<file path="config.mk">
export PLATFORM = sky130hd
export DESIGN_NAME = imem_arb
export DESIGN_NICKNAME = d
export VERILOG_FILES = /design/src/rtl/imem_arb.sv
export SDC_FILE = /design/constraint.sdc
export NUM_CORES = 1
export LEC_CHECK = 0
export BUFFER_PORTS_ARGS = -buffer_cell sky130_fd_sc_hd__buf_2
export CORE_AREA = 2 2 152 154
export DETAILED_ROUTE_END_ITERATION = 16
export DIE_AREA = 0 0 154 156
export GPL_ROUTABILITY_DRIVEN = 0
export PLACE_DENSITY_LB_ADDON = 0.1
export SETUP_SLACK_MARGIN = 0.3
export SLEW_MARGIN = 20
export SYNTH_ARGS = -nofsm -noshare
export SYNTH_HDL_FRONTEND = slang
export SYNTH_SLANG_ARGS = --single-unit
</file>
<file path="constraint.sdc">
create_clock -name clk -period 1.5 [get_ports clk]
set_clock_uncertainty 0.05 [all_clocks]
set_input_delay 0.075 -clock clk [delete_from_list [all_inputs] [get_ports clk]]
set_output_delay 0.075 -clock clk [all_outputs]
set_load 0.02 [all_outputs]
</file>
<file path="src/rtl/imem_arb.sv">
// imem_arb: shares one single-port synchronous instruction memory between IF fetches and the program loader.
// Define IMEM_ARB_PERF_EN to build the saturating stall/load performance counters; otherwise both read 0.

module imem_arb #(
  parameter int ADDR_W         = 64,
  parameter int DATA_W         = 32,
  parameter int MAX_LOAD_BURST = 4
) (
  input  logic              clk,
  input  logic              reset_n,
  input  logic              fetch_req,
  input  logic [ADDR_W-1:0] fetch_addr,
  input  logic              flush,
  output logic              fetch_stall,
  output logic              fetch_valid,
  output logic [DATA_W-1:0] fetch_inst,
  input  logic              ld_req,
  input  logic [ADDR_W-1:0] ld_addr,
  input  logic [DATA_W-1:0] ld_wdata,
  output logic              ld_ack,
  output logic [ADDR_W-1:0] mem_addr,
  output logic              mem_we,
  output logic [DATA_W-1:0] mem_wdata,
  input  logic [DATA_W-1:0] mem_rdata,
  output logic [31:0]       perf_stall_cnt,
  output logic [31:0]       perf_load_cnt
);

  typedef enum logic [1:0] {
    IDLE  = 2'd0,
    FETCH = 2'd1,
    LOAD  = 2'd2
  } grant_t;

  localparam logic [3:0] BURST_LIMIT = 4'(MAX_LOAD_BURST);

  grant_t     state;
  grant_t     grant;
  logic [3:0] burst_cnt;

  // The loader wins contention until it has held the port for BURST_LIMIT
  // consecutive grants; then fetch gets exactly one cycle. ">=" also covers
  // a loader-only run that pushed the count past the limit.
  always_comb begin
    grant = IDLE;
    if (!reset_n) begin
      grant = IDLE;
    end else if (fetch_req && ld_req) begin
      if (state == LOAD && burst_cnt >= BURST_LIMIT) begin
        grant = FETCH;
      end else begin
        grant = LOAD;
      end
    end else if (fetch_req) begin
      grant = FETCH;
    end else if (ld_req) begin
      grant = LOAD;
    end
  end

  assign mem_we      = (grant == LOAD);
  assign ld_ack      = (grant == LOAD);
  assign mem_addr    = (grant == LOAD) ? ld_addr : fetch_addr;
  assign mem_wdata   = (grant == LOAD) ? ld_wdata : '0;
  assign fetch_stall = fetch_req && (grant != FETCH);
  assign fetch_inst  = fetch_valid ? mem_rdata : '0;

  // Burst count saturates at 15 so a long loader-only run cannot wrap and
  // starve a fetch that arrives afterwards.
  always_ff @(posedge clk or negedge reset_n) begin
    if (!reset_n) begin
      state       <= IDLE;
      burst_cnt   <= 4'd0;
      fetch_valid <= 1'b0;
    end else begin
      state       <= grant;
      fetch_valid <= (grant == FETCH) && !flush;
      if (grant == LOAD) begin
        if (burst_cnt != 4'hF) begin
          burst_cnt <= burst_cnt + 4'd1;
        end
      end else begin
        burst_cnt <= 4'd0;
      end
    end
  end

`ifdef IMEM_ARB_PERF_EN
  logic [31:0] stall_cnt_q;
  logic [31:0] load_cnt_q;

  always_ff @(posedge clk or negedge reset_n) begin
    if (!reset_n) begin
      stall_cnt_q <= 32'd0;
      load_cnt_q  <= 32'd0;
    end else begin
      if (fetch_stall && stall_cnt_q != 32'hFFFF_FFFF) begin
        stall_cnt_q <= stall_cnt_q + 32'd1;
      end
      if (ld_ack && load_cnt_q != 32'hFFFF_FFFF) begin
        load_cnt_q <= load_cnt_q + 32'd1;
      end
    end
  end

  assign perf_stall_cnt = stall_cnt_q;
  assign perf_load_cnt  = load_cnt_q;
`else
  assign perf_stall_cnt = 32'd0;
  assign perf_load_cnt  = 32'd0;
`endif

endmodule

</file>
==> metrics.txt <==
grt ovf 0; Synth warnings 0; Final Hold Viols 0; worst min path class in -> reg; die width approximately 150 um; Synth Register Bits 7; pin count of the biggest net entering global routing 34; post-layout min period about 2.0 ns; Avg Cell Area, Syn ~9.6 um2; Pwr per Cell Area ~420 nW/um2; worst-path cell chain or2_4 > a41oi_4 > buf_12 > buf_12 > mux2_2 > buf_2; WP data required about 1.4 ns; Fin Hold WS between 0.09 and 0.1 ns; area delta synth->final 113%; Post-Route WL between 10 and 15 mm; CP Capture Type output port; CTS tree built; RSZ-0062 raised after global routing true; I/O pins between 300 and 400; clock latency on the worst-skew pair approximately 0.23 ns; vias in the first global route between 2,000 and 3,000; first-pass GRT wire length around 14 mm; 1st-pass router iterations 4; HPWL after DPL 9.12 mm; dominant cell type by area after synthesis mux2_4; drt via density 3.22; outcome finished, violations left; via count ~2,800; # DRC 0; area of the core 22,400 um2; Routed Antenna Nets 0; Synth cell types 30; slowest cell on the critical path dfrtp_1; Initial Util between 10% and 20%; Most common cell on crit path buf_12; clock-pin slew reported for the worst setup and hold paths after clock tree synthesis about 0.030 ns; crit start category flop; Total Routing Usage GR 7.13%; FF-to-FF setup slack approximately 0.020 ns; CTS buffer count 3; largest cells by area after synthesis mux2_4 (30%), buf_4 (22%), and2_1 (18%); arrival time worst endpoint around 1.9 ns; WS Path Type reg -> out; post-layout worst setup margin -0.511 ns; Root Buffer clkbuf_16; post-synthesis sequential area ratio 7.66%; Max Slew Vio Count 0; DR iter-0 viols roughly 80; clock buffer depth 2; num rows between 50 and 60; CTS H-Tree Depth 1; crit-path max cell delay approximately 0.37 ns; Die Span Y between 150 and 200 um; worst vdd ir about 0.26 mV; crit-path leading delay family buffers and inverters; failing checks negative setup slack; Post-Syn Instances 238; layout cells sized above 1 83.2%; IO Port Bufs approximately 330; synthesized area 2290 um2; Final #Nets just under 800; Max-cap violations 0; Buf/Inv on CP 3; Max Fclk ~500 MHz; pre-CTS setup slack -0.307 ns; post-synth top area share approximately 30%; setup violators final 96; TritonCTS Sinks 7; Leak roughly 2.7 nW; worst-path fanout max 18; post-route clock period utilization 134%; Die ar. about 24,000 um2; n_diodes 0; initial antenna violation count 0; WL/cell approximately 12 um
worst paths after layout:
kind | cells past startpoint | start | to
setup / recovery | 6 | burst_cnt[3]$_DFFE_PN0P_ | mem_addr[63]
hold / removal | 3 | ld_req | state[0]$_DFF_PN0_
setup reg to reg | 5 | burst_cnt[3]$_DFFE_PN0P_ | burst_cnt[3]$_DFFE_PN0P_
hold reg to reg | 2 | burst_cnt[1]$_DFFE_PN0P_ | burst_cnt[1]$_DFFE_PN0P_
max in group asynchronous | 3 | reset_n | burst_cnt[2]$_DFFE_PN0P_
min in group asynchronous | 3 | reset_n | burst_cnt[3]$_DFFE_PN0P_
tightest hold or removal path, stage by stage:
cell     delay (ns)
buf_2          0.09
buf_4          0.11
a21oi_1        0.05
kinds of logic after synthesis:
kind of cell               after synthesis  synth area share [%]
buffers and inverters                   80                  28.4
DFF                                      7                  7.66
and+or+nand+nor                         76                  20.8
xor gates and xnor gates                 1                 0.383
muxes                                   65                  39.4
AOI/OAI and AO/OA                        7                  2.74
adders and majority gates                1                 0.547
other                                    1                 0.164
report_power, final:
group / total (W) / internal [W] / switching (W) / leakage (nW)
clock: 0.000448 / 0.000353 / 0.0000953 / 0.0382
combinational: 0.00138 / 0.000690 / 0.000691 / 2.59
sequential: 0.000201 / 0.000196 / 0.00000509 / 0.0949
layer usage:
layer,wire length (um),vias up,global-route usage (%)
met1,3370,1272,7.63
met2,5990,172,14.7
met4,24,0,0.668
li1,-,1347,-
met3,823,4,1.42
met5,0,-,0
placed cells by master (no fill, tap or decap), types with 5 or more instances in the layout:
cell type	Yosys	routed
mux2_2	11	11
and2_2	0	12
dfrtp_1	7	7
buf_4	66	27
buf_6	2	67
and2_4	0	45
buf_2	1	256
conb_1	1	64
and2_1	65	8
mux2_4	45	53
buf_12	5	5
area by class of cell:
class	count	area (um2)
multi-input cells	214	1890
well taps	285	357
flip-flops and latches	7	175
clock buffers	4	78.8
inverters	1	3.75
fillers	2500	17500
repair buffers	357	2360
cells in the mapped netlist:
master,number
buf_4,66
and2_1,65
mux2_4,45
mux2_2,11
mux2_1,8
dfrtp_1,7
buf_12,5
clkbuf_1,3
nand3_1,3
buf_6,2
clkbuf_2,2
nand2_1,2
nor2b_1,2
a211oi_1,1
a21oi_1,1
a31o_2,1
a31oi_1,1
a41oi_1,1
a41oi_2,1
buf_2,1
conb_1,1
ha_1,1
inv_1,1
mux2i_1,1
nand3b_1,1
nor3b_1,1
nor3b_2,1
o211a_1,1
or2_1,1
xor2_1,1
state kept, by name, summed over array words and instances, names as in the netlist:
register / flops
burst_cnt: 4
state: 2
fetch_valid: 1
metrics by stage:
| step | util (%) | cell area [um2] | power [W] | instances | TNS (ns) |
|---|---|---|---|---|---|
| 5_1_grt | 21.7 | 4860 | 0.00215 | 868 | -49.75 |
| 3_3_place_gp | 18.9 | 4220 | 0.00147 | 861 | -20.97 |
| 6_report | 21.7 | 4860 | 0.00203 | 868 | -41.04 |
| 3_5_place_dp | 18.9 | 4220 | 0.00147 | 861 | -22.68 |
| 2_1_floorplan | - | 2610 | 0.00111 | 301 | -7.08 |
| 4_1_cts | 20.8 | 4650 | 0.00201 | 867 | -43.90 |
repair_timing:
item                                    CTS  global route
endpoints found under the setup margin  136           136
resized for setup                       104            71
hold buffers                              2             0
hold endpoints to repair                  8             0
cloned                                    0             0
setup buffers                             0             1
pin swaps                                 1             8
Power figures use the tool's default switching activity.
